<file path="src/rtl/paddle_input_conditioner_pkg.sv">
// Shared definitions for the paddle input path: button indices and debounce defaults.
package pong_input_pkg;

  localparam int IDX_UP_L   = 0;
  localparam int IDX_DOWN_L = 1;
  localparam int IDX_UP_R   = 2;
  localparam int IDX_DOWN_R = 3;

  localparam int DEFAULT_DEBOUNCE_CYCLES = 250000;
  localparam int DEFAULT_CNT_W           = 18;

endpackage

</file>
<file path="src/rtl/button_debouncer.sv">
// One button: 2-flop synchroniser into pixel_clk followed by a counting debouncer.
module button_debouncer
  import pong_input_pkg::*;
#(
  parameter int DEBOUNCE_CYCLES = DEFAULT_DEBOUNCE_CYCLES,
  parameter int CNT_W           = DEFAULT_CNT_W
) (
  input  logic pixel_clk,
  input  logic reset_n,
  input  logic btn_raw,
  output logic stable
);

  localparam logic [CNT_W-1:0] CNT_LAST = CNT_W'(DEBOUNCE_CYCLES - 1);

  logic [1:0]       sync_q, sync_d;
  logic             stable_q, stable_d;
  logic [CNT_W-1:0] cnt_q, cnt_d;

  always_comb begin
    sync_d   = {sync_q[0], btn_raw};
    stable_d = stable_q;
    cnt_d    = '0;
    if (sync_q[1] != stable_q) begin
      // Only a disagreement lasting the full window flips the debounced level.
      if (cnt_q == CNT_LAST) begin
        stable_d = sync_q[1];
      end else begin
        cnt_d = cnt_q + 1'b1;
      end
    end
  end

  always_ff @(posedge pixel_clk or negedge reset_n) begin
    if (!reset_n) begin
      sync_q   <= '0;
      stable_q <= 1'b0;
      cnt_q    <= '0;
    end else begin
      sync_q   <= sync_d;
      stable_q <= stable_d;
      cnt_q    <= cnt_d;
    end
  end

  assign stable = stable_q;

endmodule

</file>
<file path="src/rtl/paddle_input_conditioner.sv">
// Debounces the four paddle buttons, resolves up/down conflicts and drives the move outputs.
// Build option PADDLE_FRAME_STROBE_EN: defined gives one strobe per v_sync falling edge, undefined gives registered levels.
module paddle_input_conditioner
  import pong_input_pkg::*;
#(
  parameter int DEBOUNCE_CYCLES = DEFAULT_DEBOUNCE_CYCLES,
  parameter int CNT_W           = DEFAULT_CNT_W
) (
  input  logic       pixel_clk,
  input  logic       reset_n,
  input  logic       btn_up_L,
  input  logic       btn_down_L,
  input  logic       btn_up_R,
  input  logic       btn_down_R,
  input  logic       v_sync,
  output logic       up_L,
  output logic       down_L,
  output logic       up_R,
  output logic       down_R,
  output logic [3:0] btn_state
);

  logic [3:0] btn_raw;
  logic [3:0] stable;
  logic [3:0] move_res;
  logic [3:0] move_q, move_d;

  assign btn_raw = {btn_down_R, btn_up_R, btn_down_L, btn_up_L};

  for (genvar gi = 0; gi < 4; gi++) begin : g_btn
    button_debouncer #(
      .DEBOUNCE_CYCLES(DEBOUNCE_CYCLES),
      .CNT_W          (CNT_W)
    ) u_deb (
      .pixel_clk(pixel_clk),
      .reset_n  (reset_n),
      .btn_raw  (btn_raw[gi]),
      .stable   (stable[gi])
    );
  end

  // Opposing presses on one side cancel out.
  always_comb begin
    move_res             = '0;
    move_res[IDX_UP_L]   = stable[IDX_UP_L] & ~stable[IDX_DOWN_L];
    move_res[IDX_DOWN_L] = stable[IDX_DOWN_L] & ~stable[IDX_UP_L];
    move_res[IDX_UP_R]   = stable[IDX_UP_R] & ~stable[IDX_DOWN_R];
    move_res[IDX_DOWN_R] = stable[IDX_DOWN_R] & ~stable[IDX_UP_R];
  end

`ifdef PADDLE_FRAME_STROBE_EN
  logic vs_q, vs_d;
  logic frame_tick;

  always_comb begin
    vs_d       = v_sync;
    frame_tick = vs_q & ~v_sync;
    move_d     = frame_tick ? move_res : '0;
  end

  always_ff @(posedge pixel_clk or negedge reset_n) begin
    if (!reset_n) begin
      vs_q <= 1'b0;
    end else begin
      vs_q <= vs_d;
    end
  end
`else
  logic unused_v_sync;

  assign unused_v_sync = v_sync;

  always_comb begin
    move_d = move_res;
  end
`endif

  always_ff @(posedge pixel_clk or negedge reset_n) begin
    if (!reset_n) begin
      move_q <= '0;
    end else begin
      move_q <= move_d;
    end
  end

  assign up_L      = move_q[IDX_UP_L];
  assign down_L    = move_q[IDX_DOWN_L];
  assign up_R      = move_q[IDX_UP_R];
  assign down_R    = move_q[IDX_DOWN_R];
  assign btn_state = stable;

endmodule

</file>
<file path="config.mk">
export PLATFORM = sky130hd
export DESIGN_NAME = paddle_input_conditioner
export DESIGN_NICKNAME = d
export VERILOG_FILES = /design/src/rtl/paddle_input_conditioner_pkg.sv /design/src/rtl/button_debouncer.sv /design/src/rtl/paddle_input_conditioner.sv
export SDC_FILE = /design/constraint.sdc
export NUM_CORES = 1
export LEC_CHECK = 0
export BUFFER_PORTS_ARGS = -buffer_cell sky130_fd_sc_hd__buf_4
export CAP_MARGIN = 20
export CORE_MARGIN = 2
export CORE_UTILIZATION = 54
export CTS_CLUSTER_SIZE = 8
export DETAILED_ROUTE_END_ITERATION = 12
export GPL_ROUTABILITY_DRIVEN = 1
export PLACE_DENSITY = 0.81
export SLEW_MARGIN = 20
export SYNTH_ARGS = -nofsm -noshare
export SYNTH_HDL_FRONTEND = slang
export SYNTH_HIERARCHICAL = 1
export SYNTH_SLANG_ARGS = --single-unit
</file>
<file path="constraint.sdc">
create_clock -name pixel_clk -period 4.3 [get_ports pixel_clk]
set_input_delay 0.215 -clock pixel_clk [delete_from_list [all_inputs] [get_ports pixel_clk]]
set_output_delay 0.215 -clock pixel_clk [all_outputs]
set_load 0.05 [all_outputs]
</file>
# ---- Word level (Yosys, flattened, before mapping)
# Cells that the tools add are included.
dict set report op_classes {
  n_addsub 4
  n_eq_ne 8
  muxes 8
  bitwise 8
  n_reduce_logical 4
}
# operator count
set ops {}
lappend ops {{$mux W18} 8}
lappend ops {{$add A18 B1 Y18 const B} 4}
lappend ops {{$eq A18 B18 Y1 const B} 4}
lappend ops {{$reduce_and A2 Y1} 4}
lappend ops {{$and A1 B1 Y1} 4}
lappend ops {{$ne A1 B1 Y1} 4}
lappend ops {{$not A1 Y1} 4}
dict set report totals {
  ff_bits 88
  input_bits 7
  out_inout_bits 8
  elab_cells 45
}

# ---- Depth between registers and ports, before layout
# Gate-level depths: netlist (run 1).
dict set report logic_depth {
  ltp_word 3
  mapped_depth 5
  ltp_nobuf 5
}

# ---- Cells and area by module
# Netlist (run 1), hierarchy kept.
# mod instances cells_each area_per_inst_um2 seq_area_each_um2
set modules_own_cells {}
lappend modules_own_cells {button_debouncer 4 99 1029.7 525.5}
lappend modules_own_cells {paddle_input_conditioner 1 8 135.1 100.1}

# ---- Least setup slack after synthesis (run 1)
# OpenSTA, ideal clock, no wires.
dict set report synth_path {
  path_type {register -> register}
  start {register g_btn[0].u_deb.cnt_q[0]}
  end {register g_btn[0].u_deb.cnt_q[10]}
  setup_ns 0.119
  arrival_ns 1.693
  t_required_ns 4.181
  setup_slack_ns 2.488
  path_stages_with_launch 6
  path_buffers 1
  period_less_slack_ns 1.812
  cell_sequence {dfrtp_1 -> ha_1 -> nand4_1 -> o41ai_4 -> buf_6 -> nor2_1}
}
dict set report synth_via {
  elab_chain_len 3
  word_cells_on_any_way 4
  classes_between {add/sub (1); eq/ne (1); mux (2)}
}
# item line
set synth_rtl {}
lappend synth_rtl {{start: declaration} button_debouncer.sv:18} ;# logic [CNT_W-1:0] cnt_q, cnt_d;
lappend synth_rtl {{start signal: assignment} button_debouncer.sv:42} ;# cnt_q <= cnt_d;
lappend synth_rtl {{$add A18 B1 Y18 / $eq A18 B18 Y1 (equally long branches)} {button_debouncer.sv:29, button_debouncer.sv:26}}
lappend synth_rtl {{$mux W18 (*)} button_debouncer.sv:26} ;# if (cnt_q == CNT_LAST) begin
lappend synth_rtl {{$mux W18 (*)} button_debouncer.sv:24} ;# if (sync_q[1] != stable_q) begin
lappend synth_rtl {{net g_btn[0].u_deb.cnt_d[10]} button_debouncer.sv:18}
# The timed path passes the listed nets; every way through them passes the cells marked *.
# A chain may end at the register's enable or synchronous reset.

# ---- Worst setup path after layout (run 1)
dict set report layout_path {
  start {register g_btn[3].u_deb.cnt_q[0]}
  end {register g_btn[3].u_deb.cnt_q[8]}
}
dict set report layout_via {
  elab_chain_len 3
  word_cells_on_any_way 4
  classes_between {add/sub (1); eq/ne (1); mux (2)}
}
# item line
set layout_rtl {}
lappend layout_rtl {{start: declaration} button_debouncer.sv:18}
lappend layout_rtl {{start signal: assignment} button_debouncer.sv:42}
lappend layout_rtl {{$add A18 B1 Y18 / $eq A18 B18 Y1 (equally long branches)} {button_debouncer.sv:29, button_debouncer.sv:26}}
lappend layout_rtl {{$mux W18 (*)} button_debouncer.sv:26}
lappend layout_rtl {{$mux W18 (*)} button_debouncer.sv:24}
lappend layout_rtl {{net g_btn[3].u_deb.cnt_d[8]} button_debouncer.sv:18}
# Marked as above.

==> summary.txt, run 1 <==
Synth
  • Synthesized area: between 4000 and 5000 sq um
  • #FFs+latches synth: 88
  • Yosys warns: 6
  • Syn Nets: just over 400
  • Sequential fraction of the synthesis area: 51.8%
  • Synth cell types: 27
  • Synth top area share: 51.8%
  • Most area-consuming cells after synthesis: dfrtp_1 52%, xnor2_1 8.2%, nor2_1 6.4%
  • Count of mapped cells out of synthesis: slightly above 400
  • Largest area contributor in the netlist: dfrtp_1
  • Syn avg cell area: between 10 and 15 sq um

Global routing
  • Largest net degree at the start of global routing: 57
  • GRT overflow: 0
  • Total track usage: around a fifth
  • Vias in the first global route: roughly 3000
  • First-pass GRT wire length: 13.6 mm
  • Initial antenna violation count: 0

Place
  • RD Place Congestion: between 0.8 and 0.9
  • Placed insts: 512
  • Pre-CTS setup slack: ~2 ns
  • Post-DP HPWL: around 5.1 mm
  • Port Buffers: 13
  • DP Area: roughly 4400 sq um

Timing
  • Actual slew at the worst max-slew pin: between 0.9 and 1 ns
  • Post-route clock period utilization: between 50% and 60%
  • Worst rel slew slack: between 30 and 40%
  • Unrepaired setup endpoints after global routing: no
  • Minimum clock period: ~2.4 ns
  • Slew Viols, Final: 0
  • Final Skew: approximately 0.0054 ns
  • Max Clock Freq: ~420 MHz
  • Final hold vios: 0
  • Setup TNS Final: 0 ns
  • Post-route setup slack: 1.94 ns
  • Final setup viols: 0

Floorplanning
  • Boundary pin count: 15
  • Core Area: 7690 sq um
  • Die height: between 90 and 100 um
  • Initial Utilization: a little under three fifths
  • Die area: 8600 sq um
  • Row count: 32
  • Die Wd: 92.8 um

Drt
  • DR vias: 3020
  • First-pass iteration count of the detailed router: 4
  • Wire per inst: around 14 um
  • Post-Route WL: between 7 and 8 mm
  • Final antenna-violating net count: 0
  • Vias per cell: about 5.7
  • Post-route DRC violation count: 0
  • Detailed Route Iter0 Violations: 83

Layout
  • Synth-to-Final Area Change: 9.85%
  • Layout cell share with drive strength beyond 1: ~14%
  • Most frequent cells in the layout: 88 x dfrtp_1, 72 x nor2_1, 40 x xnor2_1, 28 x nor4_1
  • Fillers: 656
  • Post-route insts no fill: around 530
  • Diode count: 0
  • Layout Nets: ~440
  • Most common cell after layout, fill and taps aside: dfrtp_1
  • Design area: 4670 sq um

Setup path
  • R2R Setup Slk: 1.94 ns
  • CP Class: flip-flop to flip-flop
  • CP max stage cell: o41ai_4
  • Critical path's top delay family: compound AO/OA/AOI/OAI gates
  • CP cell instances: ha_1 > nand4_1 > o41ai_4 > nor2_1
  • Crit start category: flip-flop
  • Largest stage delay on the critical path: 1.05 ns
  • Critical path arrival: roughly 2.6 ns
  • CP Buf/Inv Count: 0
  • Max FO, Critical Path: 18
  • Setup crit end kind: flip-flop
  • CP required: between 4 and 5 ns

Power
  • Logic pwr share: under 10%
  • Max rail drop VDD: about 0.16 mV
  • Flop pwr share: 58.0%
  • Clock group share of total power: between 30% and 40%
  • Sw Ratio: about 23%
  • Int Power: 1.13 mW
  • P per Cell Area: about 310 nW/um^2
  • Pleak: roughly 1.9 nW
  • Sw Pwr: between 0.3 and 0.4 mW

Job
  • Maxcap violations: 0

Clock tree
  • Clock slew at reported path FFs: around 0.08 ns
  • Worst skew pair latency: ~0.36 ns
  • CTS Root Cell: clkbuf_8
  • CTS Buf Count: 9
  • H-tree depth: 3
  • Max Root-Sink Buffers: 2
  • CTS tree: built
  • Post-CTS Resized: 0
  • Clock Sink Count: 88

Min path
  • Worst hold path class: input port to asynchronous set/reset pin

Status
  • Status: completed
==> area by class of cell <==
class	instances	area [sq um]	share of cell area, %
flip-flops and latches	88	2200	47.1
multi-input cells	300	1960	42.0
repair buffers	19	155	3.32
clock buffers	10	128	2.73
well taps	102	128	2.73
clock inverters	6	68.8	1.47
inverters	8	30.0	0.643
==> sequential cells by signal (all words and copies together), names as in the netlist <==
| signal | count |
|---|---|
| g_btn.u_deb/sync_q | 8 |
| g_btn.u_deb/stable | 4 |
| move_q | 4 |
| g_btn.u_deb/cnt_q | 72 |
==> power groups by stage <==
stage	Sequential, mW	Clock (mW)	Combinational, mW
floorplan	0.866	0	0.0313
finish	0.853	0.563	0.0553
global placement	0.868	0	0.0522
CTS	0.853	0.585	0.0575
detailed placement	0.869	0	0.0531
global route	0.856	0.611	0.0656
==> cells in the mapped netlist, drive strengths merged <==
| master | n |
|---|---|
| dfrtp | 88 |
| nor2 | 72 |
| xnor2 | 40 |
| nand3 | 28 |
| nor4 | 28 |
| nand2 | 24 |
| nand4 | 24 |
| xor2 | 20 |
| a21oi | 8 |
| inv | 8 |
| nor3 | 8 |
| o21ai | 8 |
| or4 | 8 |
| and2b | 4 |
| and3 | 4 |
| and4 | 4 |
| buf | 4 |
| clkbuf | 4 |
| ha | 4 |
| mux2 | 4 |
| nand2b | 4 |
| o41ai | 4 |
| or3 | 4 |
==> per-stage QoR <==
step	hold WS (ns)	util, %	power (mW)
6_report	0.320	60.8	1.47
5_1_grt	0.349	60.8	1.53
4_1_cts	0.324	60.8	1.50
3_5_place_dp	0.174	57.6	0.922
3_3_place_gp	0.173	57.6	0.920
2_1_floorplan	-0.0806	-	0.898
==> timing repair <==
item,in CTS,in global routing
setup endpoints to repair,0,0
hold endpoints to repair,36,0
setup buffers,0,0
hold buffers,5,0
==> worst paths after layout <==
check | startpoint | to | cells after the start
min in group pixel_clk | g_btn[2].u_deb/sync_q[0] | g_btn[2].u_deb/sync_q[1] | 0
worst min-delay path | reset_n | g_btn[0].u_deb/cnt_q[12] | 2
worst max-delay path | g_btn[3].u_deb/cnt_q[0] | g_btn[3].u_deb/cnt_q[8] | 4
worst min register to register | g_btn[2].u_deb/sync_q[0] | g_btn[2].u_deb/sync_q[1] | 0
max in group asynchronous | reset_n | g_btn[2].u_deb/cnt_q[1] | 3
worst max register to register | g_btn[3].u_deb/cnt_q[0] | g_btn[3].u_deb/cnt_q[8] | 4
==> metal layers <==
layer	track usage [%]	up-vias	share of wire [%]
met1	25.2	1483	46
met3	3.99	12	3.8
met2	32.8	60	49
met5	0	-	0
li1	-	1465	-
met4	8.21	0	2.0
==> cells by family after synthesis <==
group,count (synthesis),share of synthesized area [%]
adders and majority gates,4,1.18
DFF,88,51.8
AOI/OAI and AO/OA,20,4.82
buffers and inverters,16,2.12
muxes,4,1.06
and+or+nand+nor,212,26.7
xor gates and xnor gates,60,12.4
==> worst register-to-register path, cell delays in order, from the launching register on <==
cell and delay (ns):
dfrtp_1 0.40, ha_1 0.22, nand4_1 0.37, o41ai_4 1.05, nor2_1 0.16
No activity file was read; power rests on OpenSTA's default activity.
==> run 2, diff against run 1 <==
- PLACE_DENSITY: 0.81 -> 0.84
- clock period: 4.3 -> 2 ns (I/O delays scaled with it)
==> summary.txt, run 2 (synthesis results as in run 1) <==
Status
  • Status: completed

Global routing
  • Vias in the first global route: 2998 (-0.40%)
  • First-pass GRT wire length: 13.7 mm (+0.40%)
  • Initial antenna violation count: 0 (unchanged)
  • Largest net degree at the start of global routing: 89 (+56%)
  • GRT overflow: 0 (unchanged)
  • Total track usage: 20.2% (+0.52 points)

Timing
  • Post-route clock period utilization: 93.7% (+39 points)
  • Worst rel slew slack: 70.7% (+38 points)
  • Slew Viols, Final: 0 (unchanged)
  • Max Clock Freq: 533 MHz (+26%)
  • Final setup viols: 0 (unchanged)
  • Actual slew at the worst max-slew pin: 0.440 ns (-0.560 ns)
  • Final hold vios: 0 (unchanged)
  • Setup TNS Final: 0 ns (unchanged)
  • Post-route setup slack: 0.125 ns (-1.81 ns)
  • Unrepaired setup endpoints after global routing: no
  • Final Skew: 0.00921 ns (+0.00376 ns)
  • Minimum clock period: 1.87 ns (-0.490 ns)

Layout
  • Fillers: 619 (-5.6%)
  • Largest Register: g_btn.u_deb/cnt_q
  • Diode count: 0 (unchanged)
  • Max reg flops: 72 (unchanged)
  • Synth-to-Final Area Change: 14.2%
  • Post-route insts no fill: 552 (+3.6%)
  • Top Registers: g_btn.u_deb/cnt_q (72), g_btn.u_deb/sync_q (8)
  • Finished Core Util: 63.2% (+2.4 points)
  • Design area: 4860 sq um (+4.0%)
  • Most frequent cells in the layout: 88 x dfrtp_1, 72 x nor2_1, 40 x xnor2_1, 33 x buf_4, 27 x nor4_1
  • Layout Nets: 458 (+4.8%)
  • Layout cell share with drive strength beyond 1: 18.2% (+4.1 points)
  • Most common cell after layout, fill and taps aside: dfrtp_1
  • Area occupied by multi-input gates: 1970 sq um (+0.32%)
  • Flip-flop and latch area: 2200 sq um (unchanged)

Setup path
  • Crit start category: flip-flop
  • Critical path's top delay family: simple AND/OR/NAND/NOR gates
  • Largest stage delay on the critical path: 0.59 ns (-0.46 ns)
  • Max FO, Critical Path: 6 (-12)
  • CP Buf/Inv Count: 0 (unchanged)
  • CP cell instances: nand4_2 > or4_1 > or3_1 > a21oi_2
  • Setup crit end kind: flip-flop
  • CP max stage cell: or4_1
  • CP required: 2.28 ns (-2.22 ns)
  • CP Class: flip-flop to flip-flop
  • Critical path arrival: 2.16 ns (-0.40 ns)

Clock tree
  • CTS Buf Count: 9 (unchanged)
  • Worst skew pair latency: 0.35 ns (about the same)
  • H-tree depth: 3 (unchanged)
  • Clock slew at reported path FFs: 0.09 ns (about the same)
  • CTS Root Cell: clkbuf_8
  • CTS tree: built
  • Clock Sink Count: 88 (unchanged)
  • Max Root-Sink Buffers: 2 (unchanged)

Place
  • Placed insts: 531 (+3.7%)
  • Port Buffers: 13 (unchanged)
  • DP Area: 4590 sq um (+3.8%)
  • Post-DP HPWL: 5.36 mm (+5.0%)
  • Pre-CTS setup slack: 0.0645 ns (-1.91 ns)
  • RD Place Congestion: 0.819 (+0.52%)

Drt
  • Post-Route WL: 7.94 mm (+4.0%)
  • First-pass iteration count of the detailed router: 4 (unchanged)
  • Final antenna-violating net count: 0 (unchanged)
  • Detailed Route Iter0 Violations: 143 (+72%)
  • Vias per cell: 5.65 (-0.34%)
  • DR vias: 3117 (+3.2%)
  • Post-route DRC violation count: 0 (unchanged)
  • Wire per inst: 14.4 um (+0.37%)

Job
  • Maxcap violations: 0 (unchanged)

Floorplanning
  • Core Area: 7690 sq um (unchanged)
  • Die height: 92.8 um (unchanged)
  • Row count: 32 (unchanged)
  • Die area: 8600 sq um (unchanged)
  • Initial Utilization: 55.3% (unchanged)
  • Boundary pin count: 15 (unchanged)
  • Die Wd: 92.8 um (unchanged)

Power
  • Max rail drop VDD: 0.620 mV (+280%)
  • P per Cell Area: 657 nW/um^2 (+110%)
  • Pleak: 2.05 nW (+5.3%)

Min path
  • Worst hold path class: input port to asynchronous set/reset pin
## run 2: layout make-up
| class | count | area share, % |
|---|---|---|
| Sequential cell | 88 | 45.3 |
| Multi-Input combinational cell | 300 | 40.5 |
| Timing Repair Buffer | 40 | 6.95 |
| Clock buffer | 11 | 3.12 |
| Tap cell | 102 | 2.63 |
| Clock inverter | 3 | 0.875 |
| Inverter | 8 | 0.618 |
## run 2: metrics by stage
stage / total power, mW / hold WS [ns]
3_5_place_dp: 2.00 / 0.175
4_1_cts: 3.22 / 0.330
5_1_grt: 3.32 / 0.369
2_1_floorplan: 1.93 / -0.196
6_report: 3.19 / 0.322
3_3_place_gp: 1.99 / 0.171
## run 2: what timing repair did
| action | 4_1_cts | 5_1_grt |
|---|---|---|
| resized for setup | 0 | 1 |
| hold endpoints to repair | 92 | 0 |
| hold buffers | 5 | 0 |
| setup endpoints to repair | 0 | 10 |
| buffers inserted | 0 | 2 |
## run 2: worst paths after layout
kind / startpoint / to / slack, ns / cells past startpoint
min in group pixel_clk: g_btn[1].u_deb/sync_q[0] / g_btn[1].u_deb/sync_q[1] / 0.36 / 0
min reg2reg: g_btn[1].u_deb/sync_q[0] / g_btn[1].u_deb/sync_q[1] / 0.36 / 0
max: g_btn[2].u_deb/cnt_q[8] / g_btn[2].u_deb/cnt_q[17] / 0.13 / 4
min: reset_n / g_btn[1].u_deb/cnt_q[17] / 0.32 / 3
max reg2reg: g_btn[2].u_deb/cnt_q[8] / g_btn[2].u_deb/cnt_q[17] / 0.13 / 4
max in group asynchronous: reset_n / g_btn[2].u_deb/cnt_q[0] / 1.35 / 3
## run 2: routing by layer
| metal | part of all wire (%) | routed length [um] | vias to the layer above | GRT usage (%) |
|---|---|---|---|---|
| met1 | 45 | 3550 | 1513 | 26.2 |
| li1 | - | - | 1513 | - |
| met5 | 0 | 0 | - | 0 |
| met2 | 50 | 3960 | 82 | 33.7 |
| met4 | 1.7 | 137 | 0 | 9.19 |
| met3 | 3.7 | 292 | 9 | 3.09 |
## run 2: report_power, final
group | switching (mW) | internal [mW] | leakage [nW]
Clock | 0.591 | 0.630 | 0.0973
Sequential | 0.0288 | 1.81 | 1.20
Combinational | 0.0820 | 0.0555 | 0.752
## run 2: worst min-delay path: stages
cell	delay (ns)
dlygate4sd3_1	0.53
buf_4	0.11
buf_12	0.37
==> run 3, diff against run 2 <==
- REMOVE_ABC_BUFFERS: default -> 1
==> summary.txt, run 3 (synthesis results as in run 1) <==
Status
  • Status: completed

Layout
  • Most frequent cells in the layout: 88 x dfrtp_1, 72 x nor2_1, 40 x xnor2_1, 37 x buf_4, 28 x nor4_1
  • Max reg flops: 72 (unchanged)
  • Largest Register: g_btn.u_deb/cnt_q
  • Synth-to-Final Area Change: 15.9%
  • Layout Nets: 461 (+0.66%)
  • Most common cell after layout, fill and taps aside: dfrtp_1
  • Layout cell share with drive strength beyond 1: 18.9% (+0.68 points)
  • Diode count: 0 (unchanged)
  • Top Registers: g_btn.u_deb/cnt_q (72), g_btn.u_deb/sync_q (8)
  • Flip-flop and latch area: 2200 sq um (unchanged)
  • Area occupied by multi-input gates: 1960 sq um (-0.32%)
  • Fillers: 581 (-6.1%)

Setup path
  • Worst r2r src: g_btn[0].u_deb/cnt_q[0]
  • Worst R2R Path Depth: 6 (+2)
  • Crit path from: g_btn[0].u_deb/cnt_q[0]
  • CP Class: flip-flop to flip-flop
  • Crit start category: flip-flop
  • Worst Setup EP: g_btn[0].u_deb/cnt_q[14]
  • Critical path arrival: 2.08 ns (-0.08 ns)
  • Max FO, Critical Path: 5 (-1)
  • Setup crit end kind: flip-flop
  • CP required: 2.25 ns (-0.03 ns)
  • Reg2reg end: g_btn[0].u_deb/cnt_q[14]
  • R2R Setup Slk: 0.16 ns (+0.04 ns)

Clock tree
  • Worst skew pair latency: 0.36 ns (about the same)
  • Clock slew at reported path FFs: 0.09 ns (about the same)
  • CTS Root Cell: clkbuf_8
  • CTS Buf Count: 9 (unchanged)
  • Max Root-Sink Buffers: 2 (unchanged)
  • Clock Sink Count: 88 (unchanged)
  • H-tree depth: 3 (unchanged)
  • CTS tree: built

Place
  • RD Place Congestion: 0.853 (+4.1%)
  • Post-DP HPWL: 5.53 mm (+3.3%)
  • Port Buffers: 13 (unchanged)

Global routing
  • First-pass GRT wire length: 14.4 mm (+5.5%)
  • Largest net degree at the start of global routing: 38 (-57%)
  • Vias in the first global route: 3193 (+6.5%)
  • Initial antenna violation count: 0 (unchanged)
  • Total track usage: 20.8% (+0.61 points)
  • GRT overflow: 0 (unchanged)

Power
  • Power after layout: 3.51 mW (+10%)
  • Pleak: 2.10 nW (+2.2%)
  • Max rail drop VDD: 0.416 mV (-33%)
  • P per Cell Area: 713 nW/um^2 (+8.5%)

Drt
  • Final antenna-violating net count: 0 (unchanged)
  • Wire per inst: 14.7 um (+2.0%)
  • Post-route DRC violation count: 0 (unchanged)
  • Post-Route WL: 8.18 mm (+2.9%)
  • First-pass iteration count of the detailed router: 4 (unchanged)
  • Detailed Route Iter0 Violations: 196 (+37%)
  • DR vias: 3198 (+2.6%)
  • Vias per cell: 5.74 (+1.7%)

Floorplanning
  • Row count: 32 (unchanged)
  • Die Wd: 92.8 um (unchanged)
  • Die height: 92.8 um (unchanged)
  • Core Area: 7690 sq um (unchanged)
  • Boundary pin count: 15 (unchanged)
  • Initial Utilization: 55.3% (unchanged)
  • Die area: 8600 sq um (unchanged)

Timing
  • Setup TNS Final: 0 ns (unchanged)
  • Unrepaired setup endpoints after global routing: no
  • Post-route clock period utilization: 91.8% (-2.0 points)
  • Worst rel slew slack: 68.8% (-1.8 points)
  • Actual slew at the worst max-slew pin: 0.463 ns (+0.0233 ns)
  • Final hold vios: 0 (unchanged)
  • Slew Viols, Final: 0 (unchanged)
  • Minimum clock period: 1.84 ns (-0.0391 ns)
  • Final Skew: 0.00692 ns (-0.00229 ns)
  • Final setup viols: 0 (unchanged)
  • Max Clock Freq: 545 MHz (+2.1%)

Min path
  • Worst hold path class: input port to asynchronous set/reset pin

Job
  • Maxcap violations: 0 (unchanged)
## run 3: worst min-delay path by stage
stage                       start                  endpoint  cells after the start  slack (ns)
final                     reset_n   g_btn[3].u_deb/cnt_q[4]                      2        0.19
after global routing      reset_n  g_btn[3].u_deb/cnt_q[15]                      2        0.22
after CTS                 reset_n  g_btn[0].u_deb/cnt_q[11]                      2        0.20
after detailed placement  reset_n   g_btn[3].u_deb/cnt_q[1]                      1        0.04
after global placement    reset_n   g_btn[3].u_deb/cnt_q[3]                      1        0.04
after floorplan           reset_n   g_btn[0].u_deb/cnt_q[0]                      0       -0.20
## run 3: layout make-up
class,count,share of cell area (%)
clock buffers,11,3.07
clock inverters,5,2.23
inverters,8,0.609
multi-input cells,300,39.8
flip-flops and latches,88,44.7
well taps,102,2.59
repair buffers,43,7.05
## run 3: power by group
| part | internal, mW | switching, mW | total (mW) |
|---|---|---|---|
| Sequential | 1.81 | 0.0278 | 1.83 |
| Clock | 0.911 | 0.633 | 1.54 |
| Combinational | 0.0540 | 0.0823 | 0.136 |
## run 3: critical path, stage by stage (launching register included)
cell and delay, ns:
dfrtp_1 0.41, ha_1 0.23, nand4_1 0.25, buf_4 0.24, nor4_1 0.37, xnor2_1 0.17, nor2_1 0.05
## run 3: what timing repair did
action / CTS / global route
setup buffers: 0 / 2
endpoints found under the setup margin: 0 / 1
gates resized for setup: 0 / 0
hold buffers: 5 / 0
hold endpoints to repair: 32 / 0
## run 3: metal layers
layer	wire length, um	up-vias	track usage (%)
li1	-	1526	-
met1	3590	1577	26.7
met2	4070	77	35.2
met3	331	18	5.45
met4	182	0	5.64
met5	0	-	0
## run 3: through the flow
step | hold WS, ns | area (sq um) | setup WS, ns | std cells | util [%]
final | 0.191 | 4930 | 0.164 | 557 | 64.1
after detailed placement | 0.0440 | 4600 | 0.153 | 534 | 59.9
after floorplan | -0.196 | 4190 | 0.119 | 396 | -
after CTS | 0.197 | 4920 | 0.128 | 555 | 63.9
after global routing | 0.223 | 4930 | 0.0402 | 557 | 64.1
after global placement | 0.0424 | 4600 | 0.195 | 534 | 59.9
